===== src/rtl/frame_uart_serializer.sv =====
// rtl/frame_uart_serializer.sv - streams a captured 64-sample frame to a byte UART
//
// Ports:
//   clk        system clock, everything on its rising edge
//   rst        synchronous active-high reset
//   inSignal   64 signed 18-bit samples, sample i at [18i+17:18i]
//   dataReady  frame-valid level; a rising edge starts a new frame
//   txBusy     UART transmitter busy flag
//   txData     byte for the UART, held from its txStart until the next txStart
//   txStart    one-cycle send request
//   busy       block is not idle
//   frameDone  one-cycle pulse after the final (checksum) byte completes
//   overrun    sticky: a frame edge arrived while a frame was in progress

module frame_uart_serializer (
  input  logic          clk,
  input  logic          rst,
  input  logic [1151:0] inSignal,
  input  logic          dataReady,
  input  logic          txBusy,
  output logic [7:0]    txData,
  output logic          txStart,
  output logic          busy,
  output logic          frameDone,
  output logic          overrun
);

  typedef enum logic [1:0] {
    IDLE    = 2'd0,
    ISSUE   = 2'd1,
    WAIT_HI = 2'd2,
    WAIT_LO = 2'd3
  } state_t;

  localparam logic [7:0] HEADER_BYTE = 8'hA5;
  localparam logic [7:0] LAST_BYTE   = 8'd193;

  state_t        state_q, state_d;
  logic [1151:0] buf_q, buf_d;
  logic [7:0]    byte_cnt_q, byte_cnt_d;
  logic [5:0]    sample_idx_q, sample_idx_d;
  logic [1:0]    phase_q, phase_d;
  logic [7:0]    csum_q, csum_d;
  logic [7:0]    tx_data_q, tx_data_d;
  logic          tx_start_q, tx_start_d;
  logic          frame_done_q, frame_done_d;
  logic          overrun_q, overrun_d;
  logic          dRdyQ;
  logic          d_rdy_d;

  logic          rdy_edge;
  logic          is_data_byte;
  logic [10:0]   sample_base;
  logic [17:0]   cur_sample;
  logic [7:0]    cur_byte;

  // dRdyQ resets low, so a level already high right after reset is an edge.
  assign rdy_edge = dataReady & ~dRdyQ;

  // Bytes 1..192 carry sample data; byte 0 is the header, 193 the checksum.
  assign is_data_byte = (byte_cnt_q != 8'd0) && (byte_cnt_q != LAST_BYTE);

  // Sample select from the captured buffer only; inSignal is never read mid-frame.
  assign sample_base = 11'(sample_idx_q) * 11'd18;
  assign cur_sample  = buf_q[sample_base +: 18];

  always_comb begin
    cur_byte = 8'h00;
    if (byte_cnt_q == 8'd0) begin
      cur_byte = HEADER_BYTE;
    end else if (byte_cnt_q == LAST_BYTE) begin
      cur_byte = csum_q;
    end else begin
      // Each sample goes out as a sign-extended 24-bit value, MSB first.
      case (phase_q)
        2'd0:    cur_byte = {{6{cur_sample[17]}}, cur_sample[17:16]};
        2'd1:    cur_byte = cur_sample[15:8];
        default: cur_byte = cur_sample[7:0];
      endcase
    end
  end

  always_comb begin
    state_d      = state_q;
    buf_d        = buf_q;
    byte_cnt_d   = byte_cnt_q;
    sample_idx_d = sample_idx_q;
    phase_d      = phase_q;
    csum_d       = csum_q;
    tx_data_d    = tx_data_q;
    tx_start_d   = 1'b0;
    frame_done_d = 1'b0;
    d_rdy_d      = dataReady;
    // Any edge outside IDLE drops that frame. This includes the cycle in
    // which WAIT_LO finishes the last byte, since the state is still WAIT_LO.
    overrun_d    = overrun_q | (rdy_edge && (state_q != IDLE));

    case (state_q)
      IDLE: begin
        if (rdy_edge) begin
          buf_d        = inSignal;
          byte_cnt_d   = 8'd0;
          sample_idx_d = 6'd0;
          phase_d      = 2'd0;
          csum_d       = 8'h00;
          state_d      = ISSUE;
        end
      end

      ISSUE: begin
        if (!txBusy) begin
          tx_data_d  = cur_byte;
          tx_start_d = 1'b1;
          if (is_data_byte) begin
            csum_d = csum_q ^ cur_byte;
          end
          state_d = WAIT_HI;
        end
      end

      WAIT_HI: begin
        // Wait for the UART to acknowledge the request by raising busy.
        if (txBusy) begin
          state_d = WAIT_LO;
        end
      end

      WAIT_LO: begin
        if (!txBusy) begin
          byte_cnt_d = byte_cnt_q + 8'd1;
          if (is_data_byte) begin
            // Phase/sample-index walk replaces a divide-by-3 of the byte count.
            if (phase_q == 2'd2) begin
              phase_d      = 2'd0;
              sample_idx_d = sample_idx_q + 6'd1;
            end else begin
              phase_d = phase_q + 2'd1;
            end
          end
          if (byte_cnt_q == LAST_BYTE) begin
            frame_done_d = 1'b1;
            state_d      = IDLE;
          end else begin
            state_d = ISSUE;
          end
        end
      end

      default: state_d = IDLE;
    endcase
  end

  always_ff @(posedge clk) begin
    if (rst) begin
      state_q      <= IDLE;
      byte_cnt_q   <= 8'd0;
      sample_idx_q <= 6'd0;
      phase_q      <= 2'd0;
      csum_q       <= 8'h00;
      tx_data_q    <= 8'h00;
      tx_start_q   <= 1'b0;
      frame_done_q <= 1'b0;
      overrun_q    <= 1'b0;
      dRdyQ        <= 1'b0;
    end else begin
      state_q      <= state_d;
      byte_cnt_q   <= byte_cnt_d;
      sample_idx_q <= sample_idx_d;
      phase_q      <= phase_d;
      csum_q       <= csum_d;
      tx_data_q    <= tx_data_d;
      tx_start_q   <= tx_start_d;
      frame_done_q <= frame_done_d;
      overrun_q    <= overrun_d;
      dRdyQ        <= d_rdy_d;
    end
  end

  // Sample buffer carries no reset; it is always reloaded before use.
  always_ff @(posedge clk) begin
    buf_q <= buf_d;
  end

  assign txData    = tx_data_q;
  assign txStart   = tx_start_q;
  assign frameDone = frame_done_q;
  assign overrun   = overrun_q;
  assign busy      = (state_q != IDLE);

endmodule


===== config.mk =====
export PLATFORM = sky130hd
export DESIGN_NAME = frame_uart_serializer
export DESIGN_NICKNAME = d
export VERILOG_FILES = /design/src/rtl/frame_uart_serializer.sv
export SDC_FILE = /design/constraint.sdc
export NUM_CORES = 1
export LEC_CHECK = 0
export ABC_CLOCK_PERIOD_IN_PS = 40900
export CORE_AREA = 4 4 456 458
export DETAILED_ROUTE_END_ITERATION = 10
export DIE_AREA = 0 0 460 462
export SYNTH_ARGS = -nofsm -noshare
export SYNTH_HDL_FRONTEND = slang
export SYNTH_SLANG_ARGS = --single-unit

===== constraint.sdc =====
create_clock -name clk -period 40.9 [get_ports clk]
set_clock_uncertainty 0.05 [all_clocks]
set_input_delay 6.135 -clock clk [delete_from_list [all_inputs] [get_ports clk]]
set_output_delay 6.135 -clock clk [all_outputs]
set_load 0.02 [all_outputs]

* After elaboration in Yosys (flattened, before gate mapping)
Index checks and enable logic that the tools add are counted.
Cells by class: add/subtract/negate cells 3, multiply operators 1, div/mod/pow operators 0, order comparisons 0, eq/ne operators 14, shifts and indexed selects 1, mux-type cells 27, bitwise logic cells 7, reductions and logical operators 18
Operators with widths (count):
- 1152-bit by 12-bit variable part select with 18-bit output | 1
- 8-bit 2-to-1 mux | 6
- 8-bit case mux with 2 select lines | 3
- 6-bit 2-to-1 mux | 4
- 2-bit 2-to-1 mux | 8
- 2-bit inequality test (second input constant) | 7
- 6-bit case mux with 2 select lines | 1
- 4-bit AND reduction | 3
- 6-bit by 4-bit multiplier with 10-bit output (second input constant) | 1
- 8-bit by 1-bit adder with 8-bit output (second input constant) | 1
- 8-bit == test (second input constant) | 1
- 8-bit zero test | 1
- 8-bit inequality test (second input constant) | 1
- 2-bit case mux with 4 select lines | 1
- 8-bit nonzero test | 1
- 8-bit bitwise XOR | 1
- 6-bit by 1-bit adder with 6-bit output (second input constant) | 1
- 2-bit == test (second input constant) | 3
- 2-bit nonzero test | 3
- 5-bit AND reduction | 1
- 2-bit by 1-bit == test with 1-bit output (second input constant) | 2
- 2-bit zero test | 2
- 1-bit NOT | 4
- 2-bit case mux with 2 select lines | 1
- 9 further kinds | 13
Storage, ports and cells: register bits after elaboration 1190, bits in latches 0, RAM bits 0, ROM bits 0, input bits 1156, output and inout port bits 12, word-level logic and storage cells 82, memories kept 0

* Longest topological paths before layout
depth after elaboration 9, mapped depth 14

* Least setup slack after synthesis
OpenSTA, ideal clock, no wires.
kind input -> register, from input dataReady, to register buf_q[0] (enable), arrival 28.735 ns, required time 39.360 ns, slack 10.625 ns, stages 3, cells stage by stage nand2b_1 or2_2 inv_1
On the way: word-level cells in the longest chain between the ends 2
RTL lines:
- start: declaration | line 19 | input logic dataReady,
- 1-bit bitwise AND | line 58 | assign rdy_edge = dataReady & ~dRdyQ;
- 2-bit AND reduction (no line)
- end signal: assignment | line 181 | buf_q <= buf_d;
- end: declaration | line 39 | logic [1151:0] buf_q, buf_d;
Every way passes these cells. A chain may end at the register's enable or synchronous reset.

* Worst setup path after layout
from input dataReady, to register buf_q[1130] (enable)
Same word-level chain as after synthesis.

==> out/summary.md <==
## Drt
• **WL final** 209000 um
• **First DRT Iteration DRCs** 2925
• **Initial DRT Pass Iterations** 6
• **post-route antenna net violation count** 0
• **DRC violations left** 0
• **Via Count** 28000
• **vias per inst** 4.49
• **Routed wire per std cell** 33.6 um

## Clock tree
• **Worst-Skew Late Latency** 770 ps
• **root buf cell** sky130_fd_sc_hd__clkbuf_16
• **Longest Clk Path Bufs** 3
• **CTS clock-pin slew for the worst setup and hold paths** 60 ps
• **CTS H-tree depth** 4
• **number of clock buffers inserted by TritonCTS** 136
• **# clock sinks** 1190
• **number of instances resized during post-cts repair** 0
• **TritonCTS clock tree** built
• **hold buffer count at CTS** 0
• **post-CTS repair timing setup buffer count** 0

## STA
• **Slew HR** 0.160
• **crit path time final** 10940 ps
• **Finish-stage setup viols** 0
• **Least-Margin Pin Slew** 1260 ps
• **Final Max Tran Viols** 0
• **final worst path period share** 0.268
• **Final Hold Viols** 0
• **unrepaired setup endpoints after global routing** false
• **Fmax** 91.4 MHz
• **setup tns final** 0 ps

## Die
• **total core area** 204000 sq um
• **site row count** 166
• **area of the die** 213000 sq um
• **die outline width** 460 um
• **number of placed I/O pins** 1168
• **chip height** 462 um
• **starting utilization of the core area** 0.226

## Placement
• **half-perimeter wire length of the detailed placement result** 164000 um
• **placed cell areas** 61000 sq um
• **GPL Wtd Cong** 0.859
• **PortBufs** 1167

## Critical path
• **highest net fanout along the worst path** 126
• **Worst path slowest cell** sky130_fd_sc_hd__buf_4
• **required time of the critical path** 41230 ps
• **cell-by-cell listing of the critical path** clkdlybuf4s50_1, nand2b_1, or2_2, inv_8, buf_4, buf_4, buf_4, buf_4
• **kind of cell adding the most delay to the critical path** buffers and inverters
• **kind of capture point of the worst setup path** register
• **Critical Path Source Type** primary input
• **dominant cell type by count on the critical path** sky130_fd_sc_hd__buf_4
• **Arr. time, crit path** 11280 ps
• **highest cell delay on the worst timing path** 930 ps
• **category of the critical setup timing path** primary input to register
• **critical path buffer and inverter count** 6

## Yosys
• **register area share after synthesis** 0.766
• **dominant cells by area after synthesis** sky130_fd_sc_hd__edfxtp_1 75%, sky130_fd_sc_hd__mux4_2 12%, sky130_fd_sc_hd__dfxtp_1 1.6%, sky130_fd_sc_hd__mux2i_1 1.2%, sky130_fd_sc_hd__mux4_1 1.0%
• **fraction of synthesized cell area taken by the top area cell type** 0.750
• **synth warn** 0
• **most frequent cells after synthesis** 1152 x sky130_fd_sc_hd__edfxtp_1, 254 x sky130_fd_sc_hd__mux4_2, 89 x sky130_fd_sc_hd__nand2_1
• **total nets after synthesis** 3337
• **mean area per synthesized cell** 21.2 sq um
• **async set or reset register ratio after synthesis** 0
• **Synth Flop Type** sky130_fd_sc_hd__edfxtp_1
• **number of flops mapped to enable cells by yosys** 1152
• **most used standard cell by instance count after synthesis** sky130_fd_sc_hd__edfxtp_1
• **unique cell type count in the Yosys netlist** 74
• **most area-hungry cell type in the Yosys netlist** sky130_fd_sc_hd__edfxtp_1
• **Post-Synthesis Cells** 2173
• **Synth Register Bits** 1190
• **Post-Syn Area** 46100 sq um

## Run
• **max-capacitance violation count** 0

## Cells and area
• **number of filler cells placed in the layout** 19700
• **share of cells above drive strength 1** 0.156
• **NumNets Final** 4591
• **area taken by multi-input logic gates** 10000 sq um
• **Layout Cell Area excl Fill** 65400 sq um
• **combined flip-flop and latch cell area** 35400 sq um
• **layout overhead on the synthesized area** 41.7%

## Power
• **Power per Cell Area** 49.0 nW/um^2
• **NetSw** 0.782 mW
• **worst supply voltage drop on vdd** 0.0393 mV
• **Leakage Power** 20.9 nW
• **clock group share of total power** 0.372
• **sequential share of power** 0.509
• **part of the power in combinational logic** 0.119
• **switching power as a share of total power** 0.244
• **Internal Pwr Total** 2.42 mW

## Global routing
• **remaining global-route overflow** 0
• **largest net degree at the start of global routing** 184
• **all-layer global routing usage** 0.191
• **global-route wire length before repair** 269000 um
• **number of global-route vias before repair** 29200
• **number of antenna violations at the first check in global routing** 100

## Outcome
• **run status** finished clean

## Hold path
• **worst min-delay path class** register to register

## worst paths after layout
check / depth (start not counted) / endpoint / slack, ps / from
min: 2 / csum_q[2]$_SDFFE_PP0P_ / 420 / csum_q[2]$_SDFFE_PP0P_
max: 8 / buf_q[1130]$_DFFE_PP_ / 29960 / dataReady
max reg2reg: 9 / buf_q[1130]$_DFFE_PP_ / 35020 / state_q[0]$_SDFFE_PP0P_
min reg2reg: 2 / csum_q[2]$_SDFFE_PP0P_ / 420 / csum_q[2]$_SDFFE_PP0P_
## layer usage
layer	share of wire	global-route usage
met1	0.41	0.242
met2	0.48	0.314
met3	0.092	0.0617
met4	0.022	0.0498
met5	0.0019	0
## metrics by stage
step / hold WS (ps) / instances / total power [mW] / worst slack, ps / util
3_3_place_gp: 414 / 5977 / 2.03 / 29200 / 0.299
4_1_cts: 424 / 6218 / 3.25 / 29920 / 0.320
3_5_place_dp: 414 / 5977 / 2.05 / 29060 / 0.299
6_report: 425 / 6241 / 3.21 / 29960 / 0.321
2_1_floorplan: 393 / 2173 / 2.05 / 10630 / -
5_1_grt: 441 / 6229 / 3.33 / 29600 / 0.320
## cell families after synthesis
group / share of synthesized area
muxes: 0.148
adders and majority gates: 0.00217
and+or+nand+nor: 0.0327
DFF: 0.766
buffers and inverters: 0.0179
xor gates and xnor gates: 0.00190
AOI/OAI and AO/OA: 0.0307
## worst reg2reg max path, delay by kind of cell, from the launching register on
family	cells	cell delay (ps)
buf+inv	7	4370
fa+ha+maj	1	290
simple gates	1	380
flops	1	330
## state kept, by name, summed over array words and instances, names as in the netlist
| name | flops |
|---|---|
| byte_cnt_q | 8 |
| csum_q | 8 |
| phase_q | 2 |
| buf_q | 1152 |
| frameDone | 1 |
| txData | 8 |
| sample_idx_q | 6 |
| dRdyQ | 1 |
| state_q | 2 |
| overrun | 1 |
| txStart | 1 |
## cell type report
class,instances,share of cell area
Sequential cell,1190,0.541
Timing Repair Buffer,1228,0.187
Multi-Input combinational cell,860,0.153
Clock buffer,163,0.0546
Tap cell,2688,0.0514
Clock inverter,78,0.0114
Antenna cell,23,0.000880
Inverter,11,0.000785
## power groups by stage
stage                     clock (mW)  sequential, mW  combinational (mW)
after floorplan                    0            1.89               0.162
after global placement             0            1.65               0.380
after detailed placement           0            1.66               0.386
after CTS                       1.23            1.64               0.388
after global routing            1.28            1.65               0.405
final                           1.19            1.63               0.380
## cells in the final DEF (no fill, tap or decap), drive strengths merged, types with 10 or more instances in the layout
master / instances
a211oi: 19
a21oi: 13
a22oi: 13
a31oi: 16
and2: 10
buf: 61
clkbuf: 163
clkdlybuf4s50: 1167
clkinv: 54
dfxtp: 38
diode: 23
edfxtp: 1152
inv: 19
mux2: 10
mux2i: 54
mux4: 272
nand2: 89
nand2b: 18
nand3: 35
nand4: 11
nor2: 68
nor2b: 13
nor3: 12
o21ai: 30
o22ai: 35
(Power assumes the default switching activity.)
